<file path="src/rtl/serial_adder.sv">
// -----------------------------------------------------------------------------
// serial_adder
//   Bit-serial N-bit adder. An accepted start captures a and b. The adder then
//   processes one bit per clock, LSB first, through two cascaded half adders
//   and a carry flip-flop. After N bit-steps it publishes sum/cout and pulses
//   done for one cycle.
//
// Parameters
//   N      operand/result width in bits (N >= 1)
//
// Ports
//   clk    in   rising-edge clock
//   rst_n  in   asynchronous active-low reset
//   start  in   request to add, accepted only while idle
//   a, b   in   N-bit operands, captured on an accepted start
//   sum    out  registered result a+b mod 2^N, updated only at completion
//   cout   out  registered carry out of bit N-1, updated only at completion
//   busy   out  high while bit-steps are in progress
//   done   out  one-cycle pulse right after sum/cout were updated
// -----------------------------------------------------------------------------
module serial_adder #(
  parameter int N = 8
) (
  input  logic         clk,
  input  logic         rst_n,
  input  logic         start,
  input  logic [N-1:0] a,
  input  logic [N-1:0] b,
  output logic [N-1:0] sum,
  output logic         cout,
  output logic         busy,
  output logic         done
);

  // Counter must represent 0..N, hence clog2(N+1) bits (1 bit when N == 1).
  localparam int            CW       = $clog2(N + 1);
  localparam logic [CW-1:0] LAST_BIT = CW'(N - 1);

  typedef enum logic [1:0] {
    S_IDLE  = 2'd0,
    S_SHIFT = 2'd1,
    S_DONE  = 2'd2
  } state_e;

  // Half-adder primitives shared by both adder stages.
  function automatic logic ha_sum(input logic x, input logic y);
    return x ^ y;
  endfunction

  function automatic logic ha_carry(input logic x, input logic y);
    return x & y;
  endfunction

  state_e         state_q, state_d;
  logic [N-1:0]   ra_q, ra_d;
  logic [N-1:0]   rb_q, rb_d;
  logic           c_q, c_d;
  logic [N-1:0]   acc_q, acc_d;
  logic [CW-1:0]  cnt_q, cnt_d;
  logic [N-1:0]   sum_q, sum_d;
  logic           cout_q, cout_d;
  logic           busy_q, busy_d;
  logic           done_q, done_d;

  logic           p_s, g_s, s_s, t_s, carry_s;
  logic [N-1:0]   acc_shift_s;

  // Bit-step datapath: two half adders on the current LSBs and stored carry.
  always_comb begin
    p_s     = ha_sum(ra_q[0], rb_q[0]);
    g_s     = ha_carry(ra_q[0], rb_q[0]);
    s_s     = ha_sum(p_s, c_q);
    t_s     = ha_carry(p_s, c_q);
    carry_s = g_s | t_s;
    // The new sum bit enters at the MSB so that after N steps bit 0 of the
    // result sits at acc[0]. Written as shift-then-set so N == 1 needs no slice.
    acc_shift_s        = acc_q >> 1;
    acc_shift_s[N-1]   = s_s;
  end

  // Next-state and next-output logic for the IDLE/SHIFT/DONE sequencer.
  always_comb begin
    state_d = state_q;
    ra_d    = ra_q;
    rb_d    = rb_q;
    c_d     = c_q;
    acc_d   = acc_q;
    cnt_d   = cnt_q;
    sum_d   = sum_q;
    cout_d  = cout_q;
    busy_d  = 1'b0;
    done_d  = 1'b0;

    case (state_q)
      S_IDLE: begin
        if (start) begin
          ra_d    = a;
          rb_d    = b;
          c_d     = 1'b0;
          acc_d   = '0;
          cnt_d   = '0;
          busy_d  = 1'b1;
          state_d = S_SHIFT;
        end else begin
          state_d = S_IDLE;
        end
      end

      S_SHIFT: begin
        c_d   = carry_s;
        acc_d = acc_shift_s;
        ra_d  = ra_q >> 1;
        rb_d  = rb_q >> 1;
        cnt_d = cnt_q + CW'(1);
        if (cnt_q == LAST_BIT) begin
          // Last bit: publish the completed word directly from this step.
          sum_d   = acc_shift_s;
          cout_d  = carry_s;
          done_d  = 1'b1;
          state_d = S_DONE;
        end else begin
          busy_d  = 1'b1;
          state_d = S_SHIFT;
        end
      end

      S_DONE: begin
        state_d = S_IDLE;
      end

      default: begin
        state_d = S_IDLE;
      end
    endcase
  end

  // State, datapath and output registers; reset discards any addition in flight.
  always_ff @(posedge clk or negedge rst_n) begin
    if (!rst_n) begin
      state_q <= S_IDLE;
      ra_q    <= '0;
      rb_q    <= '0;
      c_q     <= 1'b0;
      acc_q   <= '0;
      cnt_q   <= '0;
      sum_q   <= '0;
      cout_q  <= 1'b0;
      busy_q  <= 1'b0;
      done_q  <= 1'b0;
    end else begin
      state_q <= state_d;
      ra_q    <= ra_d;
      rb_q    <= rb_d;
      c_q     <= c_d;
      acc_q   <= acc_d;
      cnt_q   <= cnt_d;
      sum_q   <= sum_d;
      cout_q  <= cout_d;
      busy_q  <= busy_d;
      done_q  <= done_d;
    end
  end

  assign sum  = sum_q;
  assign cout = cout_q;
  assign busy = busy_q;
  assign done = done_q;

endmodule

</file>
<file path="config.mk">
export PLATFORM = sky130hd
export DESIGN_NAME = serial_adder
export DESIGN_NICKNAME = d
export VERILOG_FILES = /design/src/rtl/serial_adder.sv
export SDC_FILE = /design/constraint.sdc
export NUM_CORES = 1
export LEC_CHECK = 0
export BUFFER_PORTS_ARGS = -buffer_cell sky130_fd_sc_hd__buf_2
export CELL_PAD_IN_SITES_DETAIL_PLACEMENT = 0
export CELL_PAD_IN_SITES_GLOBAL_PLACEMENT = 1
export CORE_MARGIN = 5
export CORE_UTILIZATION = 40
export CTS_BUF_LIST = sky130_fd_sc_hd__clkbuf_8
export CTS_CLUSTER_DIAMETER = 150
export DETAILED_ROUTE_END_ITERATION = 8
export PLACE_DENSITY = 0.81
export SLEW_MARGIN = 30
export SYNTH_ARGS = -nofsm -noshare
export SYNTH_HDL_FRONTEND = slang
export SYNTH_SLANG_ARGS = --single-unit
</file>
<file path="constraint.sdc">
create_clock -name clk -period 2.31 [get_ports clk]
set_clock_uncertainty 0.15 [all_clocks]
set_input_delay 0.231 -clock clk [delete_from_list [all_inputs] [get_ports clk]]
set_output_delay 0.231 -clock clk [all_outputs]
set_load 0.01 [all_outputs]
</file>
==> results.cfg, run 1 <==
[die]
row_count = 23
die_area_mm2 = 0.00542
start_util_pct = 40.8
ioPinCount = 30
fp.dieW_um = 73.6
fp.dieH_um = 73.6
core_area_mm2 = 0.00397

[route]
via_per_inst = 5.40
wire_per_inst_um = 14.6
drt_drc_violations_left = 0
final_antenna_net_count = 0
wl_mm = 3.12
dr.pass1.iters = 4
drtIter0Drc = 65
vias = 1151

[global_route]
antenna_found_initial = 0
grt_max_degree = 40
grt_usage_pct = 12.6
grt_pass1_wl_mm = 5.21
grt_pass1_vias = 1144
grt-ovfl-total = 0

[worst_hold_path]
holdPathEnd = rb_q[7]$_DFFE_PN0P_
min_path_type = primary input to flip-flop
min_from = b[7]
holdPathStages = 2

[clock_tree]
cts_tree = yes
insertion_delay_ns = 0.28
cts_made_buffers = 5
path_clk_slew_ns = 0.07
cts_setup_buffers = 0
clock_path_buffers = 2
htree_levels = 2
clockRootBuffer = clkbuf_8
clock-sinks = 39
cts_resized = 0

[timing]
layout_min_cycle_time_ns = 1.79
tightest_slew_ns = 0.699
rsz0062_at_grt = no
fin_ws_ns = 0.524
fin_hold_ws_ns = 0.0111
max_freq_ghz = 0.560
relSlewSlack_pct = 53.3
final-setup-viol-count = 0
finalHoldViolCount = 0
fin_setup_tns_ns = 0
slew_violations = 0
post-route-period-util_pct = 77.3

[logic_synthesis]
avgSynthCellArea_um2 = 12.3
seq_area_frac_synth_pct = 60.2
synth_xor_area_share_pct = 0
ys_warn_count = 0
postSynthCellCount = 132
synth_top_family_by_area = compound AO/OA/AOI/OAI gates
synth_compound_gate_area_share_pct = 20.2
yosysTopAreaCellShare_pct = 60.2
synth_fp_nets = 153
synth_top_area_cell = dfrtp_1
synth_mux_area_share_pct = 6.95
syn-cell-area_mm2 = 0.00162
synth.distinct_cells = 21
ys_top_cells_by_area = dfrtp_1 60%, a22oi_1 6.9%, mux2_2 6.9%, a22o_1 5.9%, o21ai_0 4.6%
ys_ff_latch = 39
synth-simple-area-share_pct = 8.26
synth_fa_ha_area_share_pct = 2.01

[final_layout]
num-nets-final = 185
syn2layout_area_growth_pct = 17.6
utilization_pct = 48.0
drive_above_1_share_pct = 31.3
diodes = 0

[pwr]
worst_ir_drop_vdd_mv = 0.512
seqPwrFrac_pct = 47.1
pwr-share-comb_pct = 36.0
swShare_pct = 35.2
p_int_mw = 1.56
power_density_mw_per_mm2 = 1270
power.net_switching_mw = 0.848
power_frac_clock_pct = 17.0
p_leak_nw = 0.905

[worst_setup_path]
r2r_end = sum[1]$_DFFE_PN0P_
r2r_start = cnt_q[0]$_DFFE_PN0P_
crit_required_ns = 2.32
r2r_slack_ns = 0.52
cp-start-kind = flip-flop
worstSetupEndpointType = flip-flop
crit_fanout = 10
r2r_cells = 4
crit_arrival_ns = 1.80
worstSetupPathType = flip-flop to flip-flop

[place]
place_congestion = 0.751
dpl.hpwl_mm = 2.12
portBuffers = 29
place_ws_ns = 0.503

[job]
max-cap-violations = 0

[outcome]
outcome = complete, no violations
[metal layers]
metal | routed length [µm] | vias up | GRT usage, % | part of all wire [%]
met5 | 0 | - | 0 | 0
met4 | 0 | 0 | 3.62 | 0
met3 | 200 | 0 | 4.65 | 6.4
met2 | 1420 | 34 | 19.1 | 46
met1 | 1500 | 573 | 16.9 | 48
li1 | - | 544 | - | -
[cells in the mapped netlist (all sizes together)]
master and n:
nand2b 1, nor2b 6, dfrtp 39, o21ai 15, nor3 1, nand3 1, ha 1, mux2 10
a21oi 3, nor2 2, a22oi 15, buf 6, o31ai 1, a22o 12, o21bai 1, and2 1
clkbuf 2, nand2 14, fa 1
[worst max-delay path: stages (launching register included)]
cell and delay [ns]:
dfrtp_1 0.39, ha_1 0.20, nand2_2 0.08, nor3_4 0.45
mux2_2 0.39
[worst max-delay path by stage]
stage	from	endpoint	cells after the start
after CTS	state_q[0]$_DFF_PN0_	cnt_q[3]$_DFFE_PN0P_	3
final	cnt_q[0]$_DFFE_PN0P_	sum[1]$_DFFE_PN0P_	4
after global routing	state_q[0]$_DFF_PN0_	rb_q[0]$_DFFE_PN0P_	4
after detailed placement	state_q[0]$_DFF_PN0_	cnt_q[3]$_DFFE_PN0P_	3
after floorplan	cnt_q[0]$_DFFE_PN0P_	cout$_DFFE_PN0P_	4
after global placement	cnt_q[0]$_DFFE_PN0P_	cout$_DFFE_PN0P_	4
[timing repair]
action                                  in CTS  in global routing
hold buffers                                 1                  0
endpoints found under the setup margin       0                  0
endpoints found under the hold margin       39                  0
[layout make-up]
cell class | instances | area [µm²]
fill | 389 | 2070
sequential | 39 | 976
multi-input combinational | 85 | 614
timing repair buffer | 33 | 180
clock buffer | 5 | 68.8
tap | 50 | 62.6
clock inverter | 1 | 3.75
[sequential cells by signal, summed over array words and instances, names as in the netlist]
name,cells
rb_q,8
done,1
sum,8
c_q,1
ra_q,8
cnt_q,4
acc_q,7
cout,1
state_q,1
[cells in the final DEF, fill, tap and decap left out, types with 2 or more instances in the layout]
master / Yosys / layout
a22oi_1: 15 / 15
a21oi_1: 3 / 3
nor2_1: 2 / 2
buf_2: 6 / 28
o21ai_0: 15 / 15
dfrtp_1: 39 / 39
clkbuf_8: 0 / 5
nor2b_1: 6 / 6
buf_4: 0 / 4
a22o_1: 11 / 11
nand2_1: 13 / 13
mux2_2: 10 / 10
[metrics by stage]
step                      power [mW]  instance area (µm²)  cells
after floorplan                 1.76                 1620    132
after global placement          1.98                 1810    206
after detailed placement        2.02                 1810    206
after CTS                       2.43                 1900    213
after global routing            2.60                 1910    213
final                           2.41                 1910    213
[cell families (layout without fill, tap and decap cells)]
group                    count (synthesis)  in the layout
AO/OA/AOI/OAI                           47             47
adder cells (fa/ha/maj)                  2              2
buffers and inverters                    8             39
flip-flops                              39             39
multiplexers                            10             10
AND/OR/NAND/NOR                         26             26
[power groups by stage]
stage | combinational (mW) | sequential [mW] | clock [mW]
3_5_place_dp | 0.875 | 1.15 | 0
4_1_cts | 0.877 | 1.14 | 0.421
6_report | 0.867 | 1.13 | 0.409
2_1_floorplan | 0.622 | 1.14 | 0
3_3_place_gp | 0.842 | 1.13 | 0
5_1_grt | 0.979 | 1.17 | 0.447
No activity file was read; power rests on OpenSTA's default activity.
==> run 2: changes to the inputs <==
Settings changed: PLACE_DENSITY 0.81 to 0.84.
Clock period 2.31 ns to 1.5 ns, I/O delays scaled along.
==> results.cfg, run 2 (synthesis gave the netlist of run 1 again) <==
[pwr]
p_int_mw = 2.91
p_leak_nw = 1.04
pwr-share-comb_pct = 38.5
power.net_switching_mw = 1.42
seqPwrFrac_pct = 40.9
swShare_pct = 32.8
power_frac_clock_pct = 20.5
worst_ir_drop_vdd_mv = 0.678
power_density_mw_per_mm2 = 2010

[final_layout]
num-nets-final = 202
final_cells = 232
final_common_cell = dfrtp_1
syn2layout_area_growth_pct = 32.5
layout_common_cells = 38 x dfrtp_1, 29 x buf_2, 15 x a22oi_1, 15 x o21ai_0, 14 x buf_4
drive_above_1_share_pct = 39.6
diodes = 0
utilization_pct = 54.1

[global_route]
grt-ovfl-total = 0
grt_max_degree = 40
grt_pass1_wl_mm = 5.62
grt_pass1_vias = 1223
grt_usage_pct = 13.5
antenna_found_initial = 0

[worst_setup_path]
r2r_cells = 5
worstSetupPathType = flip-flop to flip-flop
cp-start-kind = flip-flop
worstSetupEndpointType = flip-flop
crit_required_ns = 1.52
crit_fanout = 9
crit_arrival_ns = 1.59

[clock_tree]
htree_levels = 2
insertion_delay_ns = 0.29
clockRootBuffer = clkbuf_8
cts_made_buffers = 5
clock_path_buffers = 2
cts_tree = yes
path_clk_slew_ns = 0.07
clock-sinks = 39

[route]
wl_met2_mm = 1.55
wl_mm = 3.29
vias = 1201
drt_drc_violations_left = 0
final_antenna_net_count = 0
drtIter0Drc = 84
top_layer_used = met4
route.met3.wl_um = 184
met1Wirelength_mm = 1.51
wire_per_inst_um = 14.2
via_per_inst = 5.18
dr.pass1.iters = 4

[timing]
relSlewSlack_pct = 83.1
tightest_slew_ns = 0.253
layout_min_cycle_time_ns = 1.57
max_freq_ghz = 0.638
fin_ws_ns = -0.0669
post-route-period-util_pct = 104
final-setup-viol-count = 9
slew_violations = 0
finalHoldViolCount = 0
fin_hold_ws_ns = 0.00232
rsz0062_at_grt = yes

[die]
fp.dieH_um = 73.6
core_area_mm2 = 0.00397
die_area_mm2 = 0.00542
row_count = 23
start_util_pct = 40.8
ioPinCount = 30
fp.dieW_um = 73.6

[place]
portBuffers = 29
dpl.hpwl_mm = 2.37
placed_cells = 217
place_congestion = 0.738
place_ws_ns = -0.0951

[worst_hold_path]
holdPathStages = 3
min_path_type = primary input to flip-flop

[outcome]
violations = setup timing
outcome = complete, but fails checks

[job]
max-cap-violations = 0
run 2: timing repair:
| item | in CTS | in global routing |
|---|---|---|
| endpoints found under the hold margin | 42 | 0 |
| setup endpoints to repair | 20 | 16 |
| hold buffers | 4 | 0 |
| setup buffers | 1 | 2 |
| resized for setup | 2 | 4 |
| pin swaps | 0 | 0 |
run 2: final cells by class:
type                       count  area [µm²]
multi-input combinational     85         639
clock buffer                   6        82.6
timing repair buffer          50         350
sequential                    39         977
fill                         350        1820
clock inverter                 2        35.0
tap                           50        62.6
run 2: per-stage QoR:
| step | total power [mW] | setup TNS, ns | cell area [µm²] |
|---|---|---|---|
| after global routing | 4.64 | -0.946 | 2150 |
| after floorplan | 2.73 | -0.477 | 1630 |
| after CTS | 4.29 | -0.771 | 2110 |
| after global placement | 3.28 | -0.549 | 1940 |
| after detailed placement | 3.37 | -1.46 | 1940 |
| final | 4.33 | -0.543 | 2150 |
run 2: final timing paths:
kind | slack (ns) | startpoint | end
worst max-delay path | -0.07 | cnt_q[1]$_DFFE_PN0P_ | sum[4]$_DFFE_PN0P_
worst min-delay path | 0.002 | b[0] | rb_q[0]$_DFFE_PN0P_
worst max register to register | -0.07 | cnt_q[1]$_DFFE_PN0P_ | sum[4]$_DFFE_PN0P_
worst min register to register | 0.34 | ra_q[4]$_DFFE_PN0P_ | ra_q[4]$_DFFE_PN0P_
max in group asynchronous | 0.79 | rst_n | state_q[0]$_DFF_PN0_
min in group asynchronous | 0.20 | rst_n | sum[0]$_DFFE_PN0P_
run 2: power by group through the flow:
| stage | Sequential [mW] | Clock, mW | Combinational (mW) |
|---|---|---|---|
| floorplan | 1.76 | 0 | 0.971 |
| global placement | 1.74 | 0 | 1.54 |
| detailed placement | 1.77 | 0 | 1.60 |
| CTS | 1.75 | 0.909 | 1.63 |
| global route | 1.83 | 0.954 | 1.86 |
| finish | 1.77 | 0.889 | 1.67 |
run 2: metal layers:
layer / up-vias / GRT usage, %
met5: - / 0
met4: 0 / 5.43
met3: 7 / 3.56
met2: 29 / 20.8
met1: 587 / 17.9
li1: 578 / -
run 2: critical path: stages, from the launching register on:
cell and delay (ns):
dfrtp_1 0.41, ha_4 0.17, nand2_4 0.06, nor3_4 0.18
buf_12 0.16, mux2_2 0.33
==> run 3: changes to the inputs <==
Settings changed: PLACE_DENSITY 0.84 to unset, PLACE_DENSITY_LB_ADDON set to 0.1.
==> results.cfg, run 3 (synthesis gave the netlist of run 1 again) <==
[outcome]
outcome = complete, but fails checks
violations = setup timing

[timing]
relSlewSlack_pct = 70.8
tightest_slew_ns = 0.438
final-setup-viol-count = 9
fin_ws_ns = -0.0722
finalHoldViolCount = 0
rsz0062_at_grt = yes
layout_min_cycle_time_ns = 1.57
post-route-period-util_pct = 105
slew_violations = 0
max_freq_ghz = 0.636

[worst_setup_path]
worst-path-buf-inv = 1
r2r_start = cnt_q[1]$_DFFE_PN0P_
r2r_end = sum[5]$_DFFE_PN0P_
crit_fanout = 9
crit_arrival_ns = 1.60
r2r_cells = 5
crit_required_ns = 1.53
worstSetupEndpointType = flip-flop
worst_path_dominant_cell_family = flip-flops
cp-start-kind = flip-flop
worstSetupPathType = flip-flop to flip-flop
crit_slowest_cell = dfrtp_1
slowest_delay_ns = 0.37
r2r_slack_ns = -0.07
path_cells = ha_2 > nand2_2 > nor3_4 > buf_12 > mux2_2

[pwr]
swShare_pct = 32.0
p_int_mw = 3.09
worst_ir_drop_vdd_mv = 0.686
p_leak_nw = 1.06
pwr-share-comb_pct = 39.1
finalPower_mw = 4.55
seqPwrFrac_pct = 38.6
power_density_mw_per_mm2 = 2040
power.net_switching_mw = 1.45
power_frac_clock_pct = 22.3

[die]
ioPinCount = 30
core_area_mm2 = 0.00397
die_area_mm2 = 0.00542
fp.dieW_um = 73.6
row_count = 23
start_util_pct = 40.8
fp.dieH_um = 73.6

[worst_hold_path]
min_from = b[3]
holdPathEnd = rb_q[3]$_DFFE_PN0P_
holdPathStages = 3
min_path_type = primary input to flip-flop

[final_layout]
syn2layout_area_growth_pct = 37.3
num-nets-final = 207
final_cells = 237
final_common_cell = dfrtp_1
drive_above_1_share_pct = 41.7
diodes = 0
layout_common_cells = 37 x dfrtp_1, 30 x buf_2, 14 x a22oi_1, 14 x o21ai_0

[global_route]
grt_max_degree = 22
grt_pass1_vias = 1325
grt-ovfl-total = 0
antenna_found_initial = 0
grt_pass1_wl_mm = 6.11
grt_usage_pct = 14.8

[clock_tree]
path_clk_slew_ns = 0.07
insertion_delay_ns = 0.29
htree_levels = 2
cts_tree = yes
clock_path_buffers = 2
clock-sinks = 39
cts_made_buffers = 5
clockRootBuffer = clkbuf_8

[route]
vias = 1223
drtIter0Drc = 61
via_per_inst = 5.16
dr.pass1.iters = 4
drt_drc_violations_left = 0
wire_per_inst_um = 14.7
wl_mm = 3.49
final_antenna_net_count = 0

[place]
place_congestion = 0.770
placed_cells = 219
place_ws_ns = -0.0681
portBuffers = 29
dpl.hpwl_mm = 2.38

[job]
max-cap-violations = 0
[run 3: cell count changes in the layout (fill, tap and decap cells not counted), moves of 2 or more]
| cell | delta |
|---|---|
| nor2b_2 | +2 |
| dlygate4sd3_1 | +2 |
| nor2b_1 | -2 |
| buf_6 | +2 |
[run 3: power by group through the flow]
stage | logic, mW | clock network [mW] | registers (mW)
after floorplan | 0.971 | 0 | 1.76
after global placement | 1.60 | 0 | 1.74
after detailed placement | 1.65 | 0 | 1.76
after CTS | 1.72 | 1.05 | 1.76
after global routing | 1.98 | 1.08 | 1.81
final | 1.78 | 1.01 | 1.75
[run 3: how the worst max path moves through the flow]
stage	from	end	slack, ns	depth (start not counted)
floorplan	done$_DFF_PN0_	cout$_DFFE_PN0P_	-0.05	3
global placement	cnt_q[0]$_DFFE_PN0P_	cout$_DFFE_PN0P_	-0.04	5
detailed placement	cnt_q[0]$_DFFE_PN0P_	sum[4]$_DFFE_PN0P_	-0.07	5
CTS	done$_DFF_PN0_	sum[5]$_DFFE_PN0P_	-0.08	4
global route	cnt_q[0]$_DFFE_PN0P_	sum[6]$_DFFE_PN0P_	-0.13	5
finish	cnt_q[1]$_DFFE_PN0P_	sum[5]$_DFFE_PN0P_	-0.07	5
[run 3: layout make-up]
class | instances | area, µm²
fill | 356 | 1750
sequential | 39 | 978
multi-input combinational | 85 | 646
timing repair buffer | 55 | 405
clock buffer | 5 | 68.8
clock inverter | 3 | 63.8
tap | 50 | 62.6
[run 3: layer usage]
metal / share of wire [%] / global-route usage [%] / vias to the layer above
li1: - / - / 588
met1: 42 / 17.4 / 605
met2: 51 / 25.1 / 24
met3: 4.8 / 4.51 / 6
met4: 1.8 / 6.04 / 0
met5: 0 / 0 / -
[run 3: worst min-delay path, delay by kind of cell]
| family | cells | cell delay (ns) |
|---|---|---|
| buffers and inverters | 1 | 0.08 |
| AOI/OAI and AO/OA | 2 | 0.17 |
[run 3: what timing repair did]
item,in CTS,in global routing
endpoints found under the setup margin,24,19
hold buffers,6,0
cloned,0,1
endpoints found under the hold margin,44,0
setup buffers,1,2
resized for setup,8,7
[run 3: per-stage QoR]
stage	area [µm²]	utilization [%]	hold WS, ns	TNS [ns]
after floorplan	1630	-	-0.296	-0.477
after global placement	1960	49.2	-0.0315	-0.363
after detailed placement	1960	49.2	-0.0329	-0.784
after CTS	2180	54.9	0.00119	-0.658
after global routing	2220	56.0	0.0144	-1.07
final	2220	56.0	0.00486	-0.584
